==> src/rtl/mult_operand_sequencer.sv <==
// mult_operand_sequencer: nibble-stream operand loader, settle timer and product register for a 4x4 array multiplier.
// Define MULT_SEQ_SKID_EN to replace the single result register with a 2-entry result FIFO.
module mult_operand_sequencer #(
    parameter int WIDTH         = 4,
    parameter int SETTLE_CYCLES = 1
) (
    input  logic               clk,
    input  logic               rst,
    input  logic               in_valid,
    output logic               in_ready,
    input  logic [WIDTH-1:0]   in_data,
    output logic               out_valid,
    input  logic               out_ready,
    output logic [2*WIDTH-1:0] out_data,
    output logic [WIDTH-1:0]   mult_m,
    output logic [WIDTH-1:0]   mult_q,
    input  logic [2*WIDTH-1:0] mult_p,
    output logic               busy
);
    if (WIDTH != 4) begin : g_bad_width
        $error("mult_operand_sequencer: WIDTH must be 4");
    end
    if (SETTLE_CYCLES < 1 || SETTLE_CYCLES > 15) begin : g_bad_settle
        $error("mult_operand_sequencer: SETTLE_CYCLES must be 1..15");
    end
    typedef enum logic [1:0] {LOAD_M, LOAD_Q, SETTLE, RESULT} state_t;
    localparam logic [3:0] CNT_INIT = 4'(SETTLE_CYCLES - 1);
    state_t st_q, st_d;
    logic [3:0] cnt_q, cnt_d;
    logic [WIDTH-1:0] m_q, m_d, qo_q, qo_d;
    logic push_ok, settle_done, out_xfer;
    assign in_ready    = (st_q == LOAD_M) || (st_q == LOAD_Q);
    assign out_xfer    = out_valid & out_ready;
    assign settle_done = (st_q == SETTLE) && (cnt_q == 4'd0) && push_ok;
    assign busy        = (st_q == SETTLE) | out_valid;
    assign mult_m      = m_q;
    assign mult_q      = qo_q;
`ifdef MULT_SEQ_SKID_EN
    logic [2*WIDTH-1:0] mem_q [2];
    logic [2*WIDTH-1:0] mem_d [2];
    logic       rd_q, rd_d;
    logic [1:0] cntf_q, cntf_d;
    logic       wr;
    // A full FIFO can still accept a push when its head leaves in the same cycle.
    assign push_ok   = (cntf_q != 2'd2) | out_xfer;
    assign wr        = rd_q ^ cntf_q[0];
    assign out_valid = cntf_q != 2'd0;
    assign out_data  = mem_q[rd_q];
    always_comb begin
        mem_d = mem_q;
        if (settle_done) mem_d[wr] = mult_p;
        rd_d   = rd_q ^ out_xfer;
        cntf_d = cntf_q + 2'(settle_done) - 2'(out_xfer);
    end
    always_ff @(posedge clk) begin
        if (rst) begin
            mem_q[0] <= '0;
            mem_q[1] <= '0;
            rd_q     <= 1'b0;
            cntf_q   <= 2'd0;
        end else begin
            mem_q  <= mem_d;
            rd_q   <= rd_d;
            cntf_q <= cntf_d;
        end
    end
`else
    logic [2*WIDTH-1:0] res_q, res_d;
    logic               vld_q, vld_d;
    assign push_ok   = 1'b1;
    assign out_valid = vld_q;
    assign out_data  = res_q;
    always_comb begin
        res_d = settle_done ? mult_p : res_q;
        vld_d = settle_done ? 1'b1 : out_xfer ? 1'b0 : vld_q;
    end
    always_ff @(posedge clk) begin
        if (rst) begin
            res_q <= '0;
            vld_q <= 1'b0;
        end else begin
            res_q <= res_d;
            vld_q <= vld_d;
        end
    end
`endif
    always_comb begin
        st_d  = st_q;
        cnt_d = cnt_q;
        m_d   = m_q;
        qo_d  = qo_q;
        case (st_q)
            LOAD_M: if (in_valid) begin
                m_d  = in_data;
                st_d = LOAD_Q;
            end
            LOAD_Q: if (in_valid) begin
                qo_d  = in_data;
                cnt_d = CNT_INIT;
                st_d  = SETTLE;
            end
            SETTLE: begin
                if (cnt_q != 4'd0) cnt_d = cnt_q - 4'd1;
`ifdef MULT_SEQ_SKID_EN
                else if (settle_done) st_d = LOAD_M;
`else
                else if (settle_done) st_d = RESULT;
`endif
            end
            RESULT: st_d = out_xfer ? LOAD_M : RESULT;
            default: st_d = LOAD_M;
        endcase
    end
    always_ff @(posedge clk) begin
        if (rst) begin
            st_q  <= LOAD_M;
            cnt_q <= 4'd0;
            m_q   <= '0;
            qo_q  <= '0;
        end else begin
            st_q  <= st_d;
            cnt_q <= cnt_d;
            m_q   <= m_d;
            qo_q  <= qo_d;
        end
    end
endmodule

==> config.mk <==
export PLATFORM = sky130hd
export DESIGN_NAME = mult_operand_sequencer
export DESIGN_NICKNAME = d
export VERILOG_FILES = /design/src/rtl/mult_operand_sequencer.sv
export SDC_FILE = /design/constraint.sdc
export NUM_CORES = 1
export LEC_CHECK = 0
export CAP_MARGIN = 10
export CELL_PAD_IN_SITES_DETAIL_PLACEMENT = 0
export CELL_PAD_IN_SITES_GLOBAL_PLACEMENT = 2
export CORE_UTILIZATION = 26
export CTS_CLUSTER_DIAMETER = 60
export DETAILED_ROUTE_END_ITERATION = 6
export GPL_TIMING_DRIVEN = 0
export PLACE_DENSITY_LB_ADDON = 0.1
export SLEW_MARGIN = 10
export SYNTH_ARGS = -nofsm -noshare
export SYNTH_HDL_FRONTEND = slang
export SYNTH_SLANG_ARGS = --single-unit
==> constraint.sdc <==
create_clock -name clk -period 3.2 [get_ports clk]
set_input_delay 0.64 -clock clk [delete_from_list [all_inputs] [get_ports clk]]
set_output_delay 0.64 -clock clk [all_outputs]
set_load 0.03 [all_outputs]
## Word-level counts from Yosys, hierarchy flattened

Cells that the tools add are included.

| operators by class | value |
|---|---|
| bitwise gates (word level) | 2 |
| shift operators | 0 |
| reduce and logical (&&, ||, !) cells | 11 |
| multiply operators | 0 |
| add/sub/neg operators | 1 |
| divide/modulo/power cells | 0 |
| mux-type cells | 11 |
| equality and inequality tests | 8 |
| $lt $le $gt $ge | 0 |

Operator list:

| cell | count |
|---|---|
| 2-bit 2-to-1 mux | 5 |
| 4-bit 2-to-1 mux | 2 |
| 2-bit inequality test (second input constant) | 4 |
| 2-bit one-hot mux with 4 select lines | 1 |
| 4-bit one-hot mux with 2 select lines | 1 |
| 2-bit equality test (second input constant) | 2 |
| 4-bit zero test | 1 |
| 2-bit AND reduction | 2 |
| 4-bit AND reduction | 1 |
| 2-bit nonzero test | 2 |
| 4-bit nonzero test | 1 |
| 4-bit by 1-bit subtractor with 4-bit output (second input constant) | 1 |
| 3-bit AND reduction | 1 |
| 2-bit by 1-bit equality test with 1-bit output (second input constant) | 1 |
| 2-bit zero test | 1 |
| 1-bit 2-to-1 mux | 2 |
| 2-bit by 1-bit inequality test with 1-bit output (second input constant) | 1 |
| 1-bit bitwise AND | 1 |
| 1-bit logical AND | 1 |
| 1-bit logical OR | 1 |
| 1-bit bitwise OR | 1 |

| word-level totals | value |
|---|---|
| memory bits (writable) | 0 |
| memories kept | 0 |
| output and inout port bits | 19 |
| logic and storage cells | 39 |
| register bits | 23 |
| input port bits | 16 |
| memory bits (read-only) | 0 |
| bits in latches | 0 |

## Logic depth before layout (Yosys ltp)

Gate-level depths: netlist of run 1.

| depth | value |
|---|---|
| depth after elaboration | 5 |
| gate-level depth with buffers | 6 |
| gate-level depth less buffers | 5 |

## Worst setup path after synthesis of run 1

No wires, ideal clock.

| timing | value |
|---|---|
| path kind | register to output |
| start | reg st_q[0] |
| end | out busy |
| path slack | 1543 ps |
| required time | 2560 ps |
| arrival | 1017 ps |
| buffers on the path | 2 |
| cell stages (with the launch flop) | 5 |
| cell sequence | dfxtp_1 -> buf_6 -> nand2b_4 -> clkbuf_1 -> nand2b_1 |

| between the ends | value |
|---|---|
| word-level cells in the longest chain between the ends | 2 |

RTL lines:

| element | line | RTL |
|---|---|---|
| from (decl) | 28 | `state_t st_q, st_d;` |
| from (signal assigned) | 121 | `st_q <= st_d;` |
| 2-bit equality test | 35 | `assign busy = (st_q == SETTLE) \| out_valid;` |
| 1-bit bitwise OR | 35 |  |
| to (decl) | 18 | `output logic busy` |

No other way between the ends.

## Worst setup path after layout of run 1

Ends and elaborated chain as after synthesis.

==> flow_summary.ini, run 1 <==
[logic_synthesis]
syn_inst = 109
synth_seq_area_share_pct = 47.1
synth.area.top_cells = dfxtp_1, mux2i_1, a21oi_1
syn_avg_cell_area_sq_um = 8.98
yosys_register_bits = 23
syn-cell-area_sq_um = 978
synth_top_area_cell = dfxtp_1
syn-num-nets = 127
synth_cell_types = 22
yosys.area.top_type_share_pct = 47.1
ys.warnings.count = 0

[critical_path]
startpoint = st_q[0]$_SDFFE_PP0P_
startpoint_type = flip-flop
worst-path-stages = 5
slowest_delay_ns = 0.61
cp-end-kind = output pin
rr_startpoint = cnt_q[0]$_SDFFE_PP0P_
crit_family = buffers and inverters
r2r_slack_ns = 1.53
endpoint = busy
slowest_stage = clkdlybuf4s50_1
critPathKind = flip-flop to output pin
worst-r2r-cell-count = 6
crit_fanout = 10
arrival_ns = 1.93
reg2reg_to = out_data[3]$_SDFFE_PP0P_
cp_cell_sequence = buf_6 -> nand2b_4 -> clkbuf_1 -> nand2b_1 -> clkdlybuf4s50_1
cp_num_buf_inv = 3
critPathRequiredTime_ns = 2.56

[timing]
holdWs_ns = 0.484
rsz0062_at_grt = no
clock.fmax_ghz = 0.388
finalMaxSlewViolations = 0
setup_viol = 0
min_period_ns = 2.57
setup_tns_ns = 0
hold_viol = 0
fin_crit_sh_pct = 80.4
tightest_slew_ns = 0.499
skew_ns = 0.00494
relSlewSlack_pct = 66.6

[die]
die_h_microns = 63.3
chipWidth_microns = 63.3
io_pins = 35
start_util_pct = 28.2
core_area_sq_um = 3470
dieArea_sq_um = 4010
placementRows = 21

[global_route]
grt_antenna_before_repair = 0
grt_max_degree = 14
overflow = 0
grt_pass1_wl_mm = 3.86
grt_use_total_pct = 12.3
grt_pass1_vias = 813

[routing]
vias = 884
drtIter0Drc = 53
drcViolationCount = 0
wl_per_cell_microns = 12.4
antenna_left = 0
vias_per_cell = 4.58
dr.pass1.iters = 4
wl_mm = 2.39

[cts]
postCtsHoldBufs = 0
cts_resized = 0
numCtsBuffers = 3
cts.htree.levels = 1
clkSlewWorstSetupHoldPaths_ns = 0.08
cts_root_buffer = clkbuf_8
cts.path.max_buffers = 2
cts_setup_buffers = 0
insertion_delay_ns = 0.26
cts_tree = built
cts_num_sinks = 23

[pwr]
cellPowerDensity_nw_per_um2 = 438
p_leak_nw = 0.534
ir_drop_mv = 0.262

[outcome]
status = finished clean

[layout]
area_delta_synth_final_pct = 45.4
final_common_cell = clkdlybuf4s50_1
num-nets-final = 166
final_cell_mix = clkdlybuf4s50_1, dfxtp_1, a21oi_1, nand3_1, nor2_1
drive_gt1_share_pct = 7.48
antennaDiodeCount = 0
fillers = 372

[placed_design]
finalWeightedCongestion = 0.723
dp_hpwl_mm = 1.68
io_buffers = 34

[flow_run]
maxCapViolations = 0

[worst_hold_path]
min_path_type = flip-flop to flip-flop
-- sequential cells by signal, indices dropped and copies added (netlist names) --
| name | cells |
|---|---|
| out_data | 8 |
| mult_m | 4 |
| out_valid | 1 |
| cnt_q | 4 |
| st_q | 2 |
| mult_q | 4 |
-- worst min path at each step --
stage                                   startpoint                        to  slack [ns]  cells past startpoint
after floorplan              cnt_q[3]$_SDFFE_PP0P_     cnt_q[3]$_SDFFE_PP0P_        0.47                      2
after global placement    out_data[6]$_SDFFE_PP0P_  out_data[6]$_SDFFE_PP0P_        0.46                      2
after detailed placement  out_data[6]$_SDFFE_PP0P_  out_data[6]$_SDFFE_PP0P_        0.47                      2
after CTS                 out_data[6]$_SDFFE_PP0P_  out_data[6]$_SDFFE_PP0P_        0.49                      2
after global routing      out_data[3]$_SDFFE_PP0P_  out_data[3]$_SDFFE_PP0P_        0.52                      2
final                     out_data[5]$_SDFFE_PP0P_  out_data[5]$_SDFFE_PP0P_        0.48                      2
-- worst min-delay path, delay by kind of cell, from the launching register on --
family         cells  cell delay [ns]
flip-flops         1             0.32
AO/OA/AOI/OAI      2             0.13
-- per-stage QoR --
| step | setup slack (ns) | total power [W] | instances | cell area (sq um) | utilization, % |
|---|---|---|---|---|---|
| floorplan | 1.54 | 0.000389 | 109 | 978 | - |
| global placement | 0.881 | 0.000448 | 189 | 1380 | 39.7 |
| detailed placement | 0.899 | 0.000448 | 189 | 1380 | 39.7 |
| CTS | 0.596 | 0.000632 | 193 | 1420 | 41.0 |
| global route | 0.487 | 0.000654 | 193 | 1420 | 41.0 |
| finish | 0.626 | 0.000624 | 193 | 1420 | 41.0 |
-- power breakdown --
| group | internal [W] | switching [W] | leakage [nW] |
|---|---|---|---|
| registers | 0.000300 | 0.00000864 | 0.187 |
| logic | 0.0000629 | 0.0000691 | 0.321 |
| clock network | 0.0000869 | 0.0000958 | 0.0255 |
-- final cells by class --
cell class | count | area (sq um) | share of cell area, %
multi-input cells | 75 | 467 | 32.8
clock inverters | 1 | 5.00 | 0.352
inverters | 4 | 15.0 | 1.06
repair buffers | 34 | 340 | 23.9
flip-flops and latches | 23 | 460 | 32.4
plain buffers | 7 | 36.3 | 2.55
clock buffers | 3 | 41.3 | 2.90
well taps | 46 | 57.6 | 4.05
-- Yosys cell counts (all sizes together) --
| cell type | count |
|---|---|
| dfxtp | 23 |
| a21oi | 15 |
| nand3 | 11 |
| nor2 | 11 |
| o21ai | 10 |
| mux2i | 8 |
| clkbuf | 4 |
| inv | 4 |
| buf | 3 |
| nand2b | 3 |
| nor2b | 3 |
| ha | 2 |
| nor3b | 2 |
| o211ai | 2 |
| or3 | 2 |
| or4 | 2 |
| nand2 | 1 |
| nand3b | 1 |
| o31ai | 1 |
| or3b | 1 |
-- layer usage --
layer / global-route usage (%) / wire [microns] / up-vias
met3: 3.99 / 95 / 2
met1: 16.2 / 1240 / 405
met4: 2.56 / 12 / 0
li1: - / - / 454
met2: 19.4 / 1050 / 23
met5: 0 / 0 / -
-- logic make-up after synthesis --
logic type,share of synthesized area (%)
simple gates,21.9
compound gates,15.1
flops,47.1
buf+inv,5.24
mux,8.18
fa+ha+maj,2.56
Power figures use the tool's default switching activity.
==> run 2, diff against run 1 <==
--- a/config.mk
+++ b/config.mk
@@ -8,7 +8,7 @@
 export CAP_MARGIN = 10
 export CELL_PAD_IN_SITES_DETAIL_PLACEMENT = 0
 export CELL_PAD_IN_SITES_GLOBAL_PLACEMENT = 2
-export CORE_UTILIZATION = 26
+export CORE_UTILIZATION = 22
 export CTS_CLUSTER_DIAMETER = 60
 export DETAILED_ROUTE_END_ITERATION = 6
 export GPL_TIMING_DRIVEN = 0
==> constraint.sdc (replaced) <==
create_clock -name clk -period 2.1 [get_ports clk]
set_input_delay 0.42 -clock clk [delete_from_list [all_inputs] [get_ports clk]]
set_output_delay 0.42 -clock clk [all_outputs]
set_load 0.03 [all_outputs]
==> run 2 against run 1 <==
Effect of this change: utilization is 6.6 points lower; clock power is 57% higher; register-to-register slack worse by 1.1 ns; design area is 0.18% higher; final cell count is 1.6% higher; critical path type unchanged; critical endpoint is now in_ready; largest power group unchanged; highest routed layer unchanged.
==> flow_summary.ini, run 2 (same netlist as run 1, synthesis figures left out) <==
[pwr]
cellPowerDensity_nw_per_um2 = 672
p_leak_nw = 0.533
ir_drop_mv = 0.265
power.total_w = 0.000957

[critical_path]
critPathRequiredTime_ns = 1.68
crit_family = buffers and inverters
slowest_delay_ns = 0.60
crit_fanout = 7
startpoint_type = flip-flop
slowest_stage = clkdlybuf4s50_1
cp-end-kind = output pin
critPathKind = flip-flop to output pin
cp_num_buf_inv = 2
arrival_ns = 1.45
cp_cell_sequence = inv_1 -> clkdlybuf4s50_1

[cts]
insertion_delay_ns = 0.27
cts_tree = built
cts.htree.levels = 1
clkSlewWorstSetupHoldPaths_ns = 0.09
cts.path.max_buffers = 2
cts_root_buffer = clkbuf_8
cts_num_sinks = 23
numCtsBuffers = 3

[placed_design]
dp_hpwl_mm = 1.88
dp.cells = 193
io_buffers = 34
finalWeightedCongestion = 0.740
dp_slack_ns = -0.0255

[layout]
final_common_cell = clkdlybuf4s50_1
final_cell_mix = clkdlybuf4s50_1, dfxtp_1, a21oi_1, nand3_1, nor2_1
antennaDiodeCount = 0
area_delta_synth_final_pct = 45.7
largest_reg_flops = 8
drive_gt1_share_pct = 7.53
fin_cells = 196
num-nets-final = 165

[routing]
drtIter0Drc = 26
vias = 898
wl_mm = 2.51
wl_per_cell_microns = 12.8
vias_per_cell = 4.58
dr.pass1.iters = 4
antenna_left = 0
drcViolationCount = 0

[timing]
tightest_slew_ns = 0.500
fin_ws_ns = 0.226
relSlewSlack_pct = 66.6
finalMaxSlewViolations = 0
hold_viol = 0
clock.fmax_ghz = 0.534
skew_ns = 0.00316
fin_crit_sh_pct = 89.2
min_period_ns = 1.87
rsz0062_at_grt = no
setup_viol = 0

[die]
chipWidth_microns = 68.7
io_pins = 35
die_h_microns = 68.7
core_area_sq_um = 4140
placementRows = 23
start_util_pct = 23.6
dieArea_sq_um = 4720

[global_route]
grt_antenna_before_repair = 0
grt_use_total_pct = 12.2
overflow = 0
grt_pass1_vias = 861
grt_pass1_wl_mm = 4.15
grt_max_degree = 18

[flow_run]
maxCapViolations = 0

[outcome]
status = finished clean

[worst_hold_path]
min_path_type = flip-flop to flip-flop
run 2: changes by cell type in the layout (fill, tap and decap cells not counted):
| cell | before | now |
|---|---|---|
| clkbuf_1 | 4 | 3 |
| clkdlybuf4s50_1 | 34 | 33 |
| clkinv_2 | 1 | 0 |
| clkinvlp_4 | 0 | 1 |
| dlygate4sd2_1 | 0 | 1 |
run 2: power breakdown:
group | total (W) | switching, W | internal [W]
sequential | 0.000471 | 0.0000132 | 0.000458
clock | 0.000288 | 0.000154 | 0.000134
combinational | 0.000199 | 0.000105 | 0.0000937
total | 0.000957 | 0.000272 | 0.000686
run 2: layer usage:
| metal | up-vias | routed length, microns | share of wire (%) | GRT usage, % |
|---|---|---|---|---|
| li1 | 455 | - | - | - |
| met5 | - | 0 | 0 | 0 |
| met1 | 424 | 1110 | 44 | 14.2 |
| met4 | 0 | 19 | 0.76 | 3.83 |
| met2 | 17 | 1280 | 51 | 20.6 |
| met3 | 2 | 108 | 4.3 | 4.61 |
run 2: final timing paths:
check	endpoint	slack [ns]	cells past startpoint	startpoint
worst min register to register	out_data[4]$_SDFFE_PP0P_	0.48	2	out_data[4]$_SDFFE_PP0P_
worst max-delay path	in_ready	0.23	2	st_q[1]$_SDFFE_PP0P_
worst min-delay path	out_data[4]$_SDFFE_PP0P_	0.48	2	out_data[4]$_SDFFE_PP0P_
worst max register to register	out_data[0]$_SDFFE_PP0P_	0.48	6	cnt_q[0]$_SDFFE_PP0P_
run 2: tightest hold or removal path: stages, from the launching register on:
cell	delay [ns]
dfxtp_1	0.32
o21ai_0	0.07
a21oi_1	0.06
run 2: layout make-up:
cell class / instances / area, sq um
multi-input cells: 75 / 467
fillers: 450 / 2720
flip-flops and latches: 23 / 460
plain buffers: 6 / 32.5
clock inverters: 1 / 7.51
repair buffers: 34 / 339
well taps: 50 / 62.6
inverters: 4 / 15.0
clock buffers: 3 / 41.3
run 2: through the flow:
step | util [%] | hold WS [ns] | cell area [sq um] | TNS, ns
after CTS | 34.4 | 0.487 | 1430 | 0
after global routing | 34.4 | 0.503 | 1430 | 0
after global placement | 33.3 | 0.462 | 1380 | -0.0380
final | 34.4 | 0.483 | 1430 | 0
after detailed placement | 33.3 | 0.472 | 1380 | -0.0255
after floorplan | - | 0.475 | 978 | 0
run 2: timing repair:
| action | CTS | global route |
|---|---|---|
| setup buffers | 0 | 0 |
| setup endpoints to repair | 1 | 0 |
| resized for setup | 1 | 0 |
| hold buffers | 0 | 0 |
==> run 3, diff against run 2 <==
--- a/config.mk
+++ b/config.mk
@@ -5,10 +5,11 @@
 export SDC_FILE = /design/constraint.sdc
 export NUM_CORES = 1
 export LEC_CHECK = 0
+export ABC_AREA = 1
 export CAP_MARGIN = 10
 export CELL_PAD_IN_SITES_DETAIL_PLACEMENT = 0
 export CELL_PAD_IN_SITES_GLOBAL_PLACEMENT = 2
-export CORE_UTILIZATION = 22
+export CORE_UTILIZATION = 21
 export CTS_CLUSTER_DIAMETER = 60
 export DETAILED_ROUTE_END_ITERATION = 6
 export GPL_TIMING_DRIVEN = 0
==> run 3 against run 2 <==
Effect of this change: sequential power up 5.9%; count of clock-buffer cells in the layout unchanged; synthesized area fell by 2.2%; clock power down 6%; routed wire length fell by 5.3%; sequential share of layout area increased by 0.70 points; global-route usage shrank 1.7 points; clock skew decreased by 0.0015 ns; die area rose by 2.4%; first-iteration DRC count increased by 92%; maximum frequency rose by 0.57%; critical path type unchanged; critical endpoint unchanged; largest cell class is now flip-flops and latches.
==> flow_summary.ini, run 3 <==
[logic_synthesis]
synthArstFlopShare_pct = 0
synth-main-ff-cell = dfxtp_1
yosys.area.top_type_share_pct = 48.1
yosysMostFrequentCell = nor2_1
synth_seq_area_share_pct = 48.1
syn_avg_cell_area_sq_um = 7.78
yosys_register_bits = 23
syn-num-nets = 141
syn_inst = 123
synth_top_area_cell = dfxtp_1
ys.warnings.count = 0
synth_cell_types = 21
synth.area.top_cells = dfxtp_1, nor2_1, o21ai_0
yosys-top-cells-count = nor2_1, dfxtp_1, nand2_1, o21ai_0
syn-cell-area_sq_um = 957
synth_edf_count = 0

[routing]
antenna_left = 0
drcViolationCount = 0
wl_mm = 2.38
drtIter0Drc = 50
vias = 879
dr.pass1.iters = 4
vias_per_cell = 4.15
wl_per_cell_microns = 11.2

[cts]
cts_setup_buffers = 0
numCtsBuffers = 3
cts.path.max_buffers = 2
cts_num_sinks = 23
clkSlewWorstSetupHoldPaths_ns = 0.08
insertion_delay_ns = 0.26
cts_tree = built
cts.htree.levels = 1
cts_root_buffer = clkbuf_8

[timing]
skew_ns = 0.00169
hold_viol = 0
tightest_slew_ns = 0.336
finalMaxSlewViolations = 0
relSlewSlack_pct = 77.5
clock.fmax_ghz = 0.537
setup_tns_ns = 0
fin_crit_sh_pct = 88.7
setup_viol = 0
min_period_ns = 1.86
rsz0062_at_grt = no

[global_route]
grt_use_total_pct = 10.5
grt_antenna_before_repair = 0
grt_pass1_vias = 816
use_met2_pct = 16.0
overflow = 0
use_met3_pct = 3.49
grt_pass1_wl_mm = 4.00
grt_max_degree = 14
met1_usage_pct = 14.5
grt-busiest-layer = met2

[placed_design]
dp.cells = 208
finalWeightedCongestion = 0.753
io_buffers = 33
dp_hpwl_mm = 1.82

[critical_path]
cp_num_buf_inv = 2
slowest_stage = clkdlybuf4s50_1
slowest_delay_ns = 0.69
crit_fanout = 6
critPathRequiredTime_ns = 1.68
critPathKind = flip-flop to output pin
rr_startpoint = cnt_q[0]$_SDFFE_PP0P_
cp_cell_sequence = inv_2 -> clkdlybuf4s50_1
startpoint = st_q[1]$_SDFFE_PP0P_
cp-end-kind = output pin
arrival_ns = 1.44
startpoint_type = flip-flop
crit_family = buffers and inverters

[flow_run]
maxCapViolations = 0

[pwr]
cellPowerDensity_nw_per_um2 = 752
ir_drop_mv = 0.410
p_leak_nw = 0.582
power.total_w = 0.00105

[layout]
antennaDiodeCount = 0
final_common_cell = clkdlybuf4s50_1
final_cell_mix = clkdlybuf4s50_1, nor2_1, dfxtp_1, nand2_1, o21ai_0
largest_reg_flops = 8
drive_gt1_share_pct = 11.3
multiInputGateArea_sq_um = 439
fillers = 454
fin_cells = 212
area_delta_synth_final_pct = 46.1
ff_latch_area_sq_um = 462
num-nets-final = 179

[die]
core_area_sq_um = 4350
start_util_pct = 22.0
chipWidth_microns = 69.5
die_h_microns = 69.5
io_pins = 35
placementRows = 24
dieArea_sq_um = 4830

[outcome]
status = finished clean

[worst_hold_path]
hp-start = rst
min_path_type = input port to flip-flop
[run 3: cell types whose count changed after synthesis, sizes merged, moves of 3 or more]
cell	before	now
a21oi	15	10
mux2i	8	0
nand2	1	18
nand3	11	4
nor2	11	31
nor2b	3	0
nand2b	3	0
inv	4	12
o21ai	10	16
clkbuf	4	0
[run 3: stage by stage]
step                      setup WS, ns  hold slack [ns]  area, sq um  util [%]
final                            0.237            0.422         1400      32.1
after global routing             0.170            0.416         1400      32.1
after CTS                        0.221            0.424         1400      32.1
after detailed placement         0.229            0.460         1350      31.1
after global placement           0.241            0.453         1350      31.1
after floorplan                  0.735            0.470          957         -
[run 3: path summary, 6_finish.rpt]
check                                         endpoint  slack (ns)  cells past startpoint
worst min-delay path            out_valid$_SDFFE_PP0P_        0.42                      2
worst max register to register   cnt_q[3]$_SDFFE_PP0P_        0.68                      8
worst min register to register  mult_q[1]$_SDFFE_PP0P_        0.47                      2
worst max-delay path                          in_ready        0.24                      2
[run 3: repair_timing]
action                     CTS  global route
setup endpoints to repair    1             0
hold buffers                 0             0
gates resized for setup      2             0
[run 3: area by class of cell]
class	instances	area share, %
clock inverter	1	0.358
sequential	23	33.0
inverter	12	3.40
tap	52	4.65
buffer	2	0.716
clock buffer	3	2.95
multi-input combinational	86	31.4
timing repair buffer	33	23.5
[run 3: kinds of logic (layout without fill, tap and decap cells)]
group,Yosys count,after routing,share of synthesized area [%]
AOI/OAI and AO/OA,27,27,14.8
DFF,23,23,48.1
adders and majority gates,2,2,2.61
and+or+nand+nor,57,57,28.5
buffers and inverters,14,51,6.01
[run 3: where the power goes]
part	total [W]	switching [W]	internal, W	leakage, nW
sequential	0.000499	0.0000257	0.000474	0.188
clock	0.000272	0.000140	0.000132	0.0255
combinational	0.000280	0.000167	0.000113	0.369
[run 3: metal layers]
layer | part of all wire [%] | vias to the layer above
met5 | 0 | -
met3 | 4.7 | 2
met2 | 46 | 19
met1 | 49 | 386
met4 | 0.76 | 0
li1 | - | 472
